==> src/rtl/regfile_writer.sv <==
// Register-file write queue: buffers write requests in a small circular FIFO,
// drains one per cycle to the write port, and flags reads of pending registers.
module regfile_writer #(
  parameter int DEPTH = 4
) (
  input  logic                     Clk,
  input  logic                     Clr,
  input  logic                     In_Valid,
  output logic                     In_Ready,
  input  logic [4:0]               In_Wr,
  input  logic [31:0]              In_D,
  input  logic                     Hold,
  output logic [4:0]               Wr,
  output logic [31:0]              D,
  output logic                     We,
  input  logic [4:0]               Ra,
  input  logic [4:0]               Rb,
  output logic                     PendA,
  output logic                     PendB,
  output logic [$clog2(DEPTH):0]   Count
);

  localparam int AW = $clog2(DEPTH);
  localparam int CW = AW + 1;

  logic [4:0]    wr_mem [DEPTH];
  logic [31:0]   d_mem  [DEPTH];

  logic [AW-1:0] rd_ptr_reg, rd_ptr_next;
  logic [AW-1:0] wr_ptr_reg, wr_ptr_next;
  logic [CW-1:0] count_reg, count_next;
  logic          push, pop, not_empty;
  logic [DEPTH-1:0] hit_a, hit_b;

  assign not_empty = (count_reg != '0);
  assign In_Ready  = (count_reg < CW'(DEPTH));
  // Writes to R0 are accepted (handshake completes) but never stored.
  assign push      = In_Valid & In_Ready & (In_Wr != 5'd0);
  assign We        = not_empty & ~Hold;
  assign pop       = We;
  assign Wr        = not_empty ? wr_mem[rd_ptr_reg] : 5'd0;
  assign D         = not_empty ? d_mem[rd_ptr_reg]  : 32'd0;
  assign Count     = count_reg;

  always_comb begin
    rd_ptr_next = rd_ptr_reg;
    wr_ptr_next = wr_ptr_reg;
    count_next  = count_reg;
    if (pop)  rd_ptr_next = rd_ptr_reg + AW'(1);
    if (push) wr_ptr_next = wr_ptr_reg + AW'(1);
    case ({push, pop})
      2'b10:   count_next = count_reg + CW'(1);
      2'b01:   count_next = count_reg - CW'(1);
      default: count_next = count_reg;
    endcase
  end

  always_ff @(posedge Clk) begin
    if (Clr) begin
      rd_ptr_reg <= '0;
      wr_ptr_reg <= '0;
      count_reg  <= '0;
    end else begin
      rd_ptr_reg <= rd_ptr_next;
      wr_ptr_reg <= wr_ptr_next;
      count_reg  <= count_next;
    end
  end

  // Storage is left uncleared; validity comes purely from pointers and count.
  always_ff @(posedge Clk) begin
    if (push) begin
      wr_mem[wr_ptr_reg] <= In_Wr;
      d_mem[wr_ptr_reg]  <= In_D;
    end
  end

  // An entry is live when its distance from the head is below the count.
  for (genvar gi = 0; gi < DEPTH; gi++) begin : g_entry
    logic [AW-1:0] age;
    logic          live;
    assign age       = AW'(gi) - rd_ptr_reg;
    assign live      = ({1'b0, age} < count_reg);
    assign hit_a[gi] = live & (wr_mem[gi] == Ra);
    assign hit_b[gi] = live & (wr_mem[gi] == Rb);
  end

  assign PendA = (Ra != 5'd0) & (|hit_a);
  assign PendB = (Rb != 5'd0) & (|hit_b);

endmodule

==> config.mk <==
export PLATFORM = sky130hd
export DESIGN_NAME = regfile_writer
export DESIGN_NICKNAME = d
export VERILOG_FILES = /design/src/rtl/regfile_writer.sv
export SDC_FILE = /design/constraint.sdc
export NUM_CORES = 1
export LEC_CHECK = 0
export ABC_AREA = 1
export ABC_CLOCK_PERIOD_IN_PS = 7950
export CAP_MARGIN = 20
export CORE_AREA = 8 8 117 119
export CTS_BUF_LIST = sky130_fd_sc_hd__clkbuf_2
export DETAILED_ROUTE_END_ITERATION = 10
export DIE_AREA = 0 0 125 127
export HOLD_SLACK_MARGIN = 0.15
export PLACE_DENSITY = 0.87
export SYNTH_ARGS = -nofsm -noshare
export SYNTH_HDL_FRONTEND = slang
export SYNTH_SLANG_ARGS = --single-unit
==> constraint.sdc <==
create_clock -name Clk -period 7.95 [get_ports Clk]
set_input_delay 1.59 -clock Clk [delete_from_list [all_inputs] [get_ports Clk]]
set_output_delay 1.59 -clock Clk [all_outputs]
set_load 0.02 [all_outputs]
==> run summary <==
The run finished with clean final reports. The average cell area after synthesis is about 11 sq um. Once layout is complete, the utilization of the core stands at a little over two thirds. The number of max-cap violations is 0.

The total via count after detailed routing is 4935. The number of slew-limit violations in the final report is 0. The fmax is 193 MHz. The total standard cell area after synthesis came out at 6980 sq um. The accumulated negative setup slack is 0 ps. By count the netlist is led by nor2_1, edfxtp_1, nand2_1. The endpoint required time on the critical path came out at 6360 ps.

TritonCTS built the clock tree. The detailed-route wire length is around 16 mm. Headroom to the max-slew limit came out at 36.7%.

The largest stage delay on the critical path is 1000 ps. The count of cells resized by post-cts repair came out at 0. The initial antenna violation count came out at 1. The synthesized design devotes to its leading area cell type 63.7% of total area. The number of global-route vias before repair is 4919. The worst setup path is captured at an output port. From synthesis to final layout, the design area changed by 18.0%.

The setup path with the least slack is of type reg -> out. The clock period could shrink to 5170 ps. The global placer's final weighted congestion is 0.890.

Measured along the x axis, the die boundary spans 125 um. The net total in the final layout is 789. The latest clock arrival within the worst-skew pair is 720 ps. The largest buffer count on any clock path came out at 2.

The root buffer cell chosen for the clock tree is clkbuf_2. The top fanout value on the critical path is 38. The area of the multi-input gates came out at 2040 sq um.

The overall die area came out at 15900 sq um. After layout, the worst path uses 65.1% of the clock period. Fill cells in the final layout number 836.

The maximum number of pins on one net before global-route repair came out at 75. The detail-routed via count per cell is 5.55. The post-route antenna net violation count came out at 0. The clock net sink count came out at 157.

When the netlist entered floorplanning its net count stood at 703. Synthesis inferred 157 register bits. The overflow left after global routing came out at 0.

The overall die height is 127 um. The share of post-route cells with drive strength above 1 is 6.75%. Summing all flip-flop and latch instances after layout gives 4630 sq um. The synthesized instance count is 642.

The count of warnings emitted by yosys is 0. The peak supply drop is ~240 uV. The number of buffer and inverter instances along the worst setup path is 2. The dominant cell type by area after synthesis is edfxtp_1. The final-report setup violation count is 0. Setup repair after global routing left no endpoint under its margin. For this block, the initial DRC count from the detailed router was 487. The iteration count of the initial detailed-routing pass came out at 5. The power per standard cell area came out at 324 nW/um^2. Dividing the detail-routed wire length by the instance count gives 17.6 um. The post-route DRC violation count came out at 0. On the final layout, the worst clock skew is 31.8 ps. The signal on the critical path passes through inv_2 > nor2_1 > o21ai_1 > a21oi_1 > clkdlybuf4s50_1. The path class of the tightest hold or removal check is reg -> reg. The number of different library cells in the post-synthesis netlist is 28. The core region area came out at ~12000 sq um. The flip-flop count of the largest register after layout came out at about 130.

d_mem holds more flip-flops than any other register. For this configuration, the core starts out at a cell density of 59.1%. Buffers inserted to repair hold after CTS numbered 0. The most common cell in the synthesized netlist is nor2_1. Summing the sequential cell areas from Yosys gives 66.3% of the chip area. The total of buffers placed on input and output ports is 94.

Yosys attributes the largest share of cell area to edfxtp_1, nor2_1, o21ai_1. The slowest stage of the critical path is the dfxtp_2 cell. The worst setup path is launched from a flop. The share of synthesized registers carrying an async set or reset is 0%. The number of flops mapped to enable cells by yosys came out at 148. In this run, CTS created clock tree buffers numbering 17.

Hold timing on the final database bottoms out at a slack of around 520 ps. The category of cells accounting for the largest share of critical-path delay is buffers and inverters. The total power came out at 0.00266 W. The actual transition at the worst max-transition pin came out at ~950 ps. The wire length of the first global-routing pass came out at 24.4 mm. The deepest level of the CTS H-tree came out at 4.

The data arrival time of the critical path is 3580 ps. 95 I/O pins were placed. For this run, the leading register cell type out of synthesis is edfxtp_1. The number of hold violations in the final report came out at 0. The cell row count came out at 40.

The number of buffers inserted to repair setup after CTS is 0. The static power due to leakage came out at 2.97 nW. The total global-route track usage is 19.6%.

The detailed placement HPWL came out at 9.84 mm. After clock tree synthesis, the clock-pin slew on the worst setup and hold paths is 210 ps.
-- metrics by stage --
stage	std cells	setup slack (ps)	instance area (sq um)
3_3_place_gp	856	2890	7970
2_1_floorplan	642	3930	6980
4_1_cts	888	2730	8230
5_1_grt	889	2590	8230
6_report	889	2780	8230
3_5_place_dp	856	2880	7970
-- final cells by class --
class                      count  area share [%]
clock inverter                15            2.08
sequential                   157            56.2
clock buffer                  17            1.03
multi-input combinational    415            24.7
antenna                        1          0.0304
timing repair buffer         100            12.0
tap                          147            2.23
inverter                      37            1.69
-- placed cells by master (no fill, tap or decap), types with 2 or more instances in the layout --
cell type,Yosys,layout
clkinv_1,0,3
a211oi_1,2,2
dfxtp_1,9,7
nor2_1,162,158
xor2_1,10,10
nor2_4,1,5
nand3_1,6,6
a21oi_1,52,52
inv_1,31,31
o21bai_1,2,2
bufinv_16,0,3
nand4_1,5,5
nand2_1,68,68
edfxtp_1,148,148
o21ai_1,64,64
xnor2_1,16,16
clkinv_2,0,2
clkinv_4,0,4
ha_1,9,9
inv_2,6,6
nor3_1,3,3
dfxtp_2,0,2
o21ai_0,11,11
inv_6,0,2
buf_4,1,6
clkbuf_2,8,17
clkdlybuf4s50_1,0,94
-- worst paths after layout --
kind	end	slack, ps	cells after the start	from
min reg2reg	Count[1]	520	2	Count[1]
max reg2reg	Count[2]	5430	11	Count[2]
min	Count[1]	520	2	Count[1]
max	D[9]	2780	5	flop
-- cell families (layout without fill, tap and decap cells) --
| family | after synthesis | after routing | synth area share, % |
|---|---|---|---|
| AOI/OAI and AO/OA | 133 | 133 | 9.83 |
| adders and majority gates | 10 | 10 | 1.90 |
| buffers and inverters | 70 | 169 | 4.95 |
| and+or+nand+nor | 246 | 246 | 13.8 |
| xor gates and xnor gates | 26 | 26 | 3.26 |
| other | 0 | 1 | 0 |
| DFF | 157 | 157 | 66.3 |
-- power breakdown --
group	internal (W)	switching, W
sequential	0.00100	0.0000651
combinational	0.000436	0.000711
clock	0.000175	0.000273
-- layer usage --
metal	GRT usage, %	up-vias	share of wire [%]
met4	9.17	0	2.1
met5	0	-	0
met2	35.5	166	53
met1	21.5	2376	39
met3	4.45	24	5.9
li1	-	2369	-
-- worst reg2reg max path: cells and delay by family, from the launching register on --
kind	cells	cell delay, ps
compound gates	4	560
buf+inv	3	500
flops	1	440
simple gates	2	420
fa+ha+maj	2	550
(Power assumes the default switching activity.)
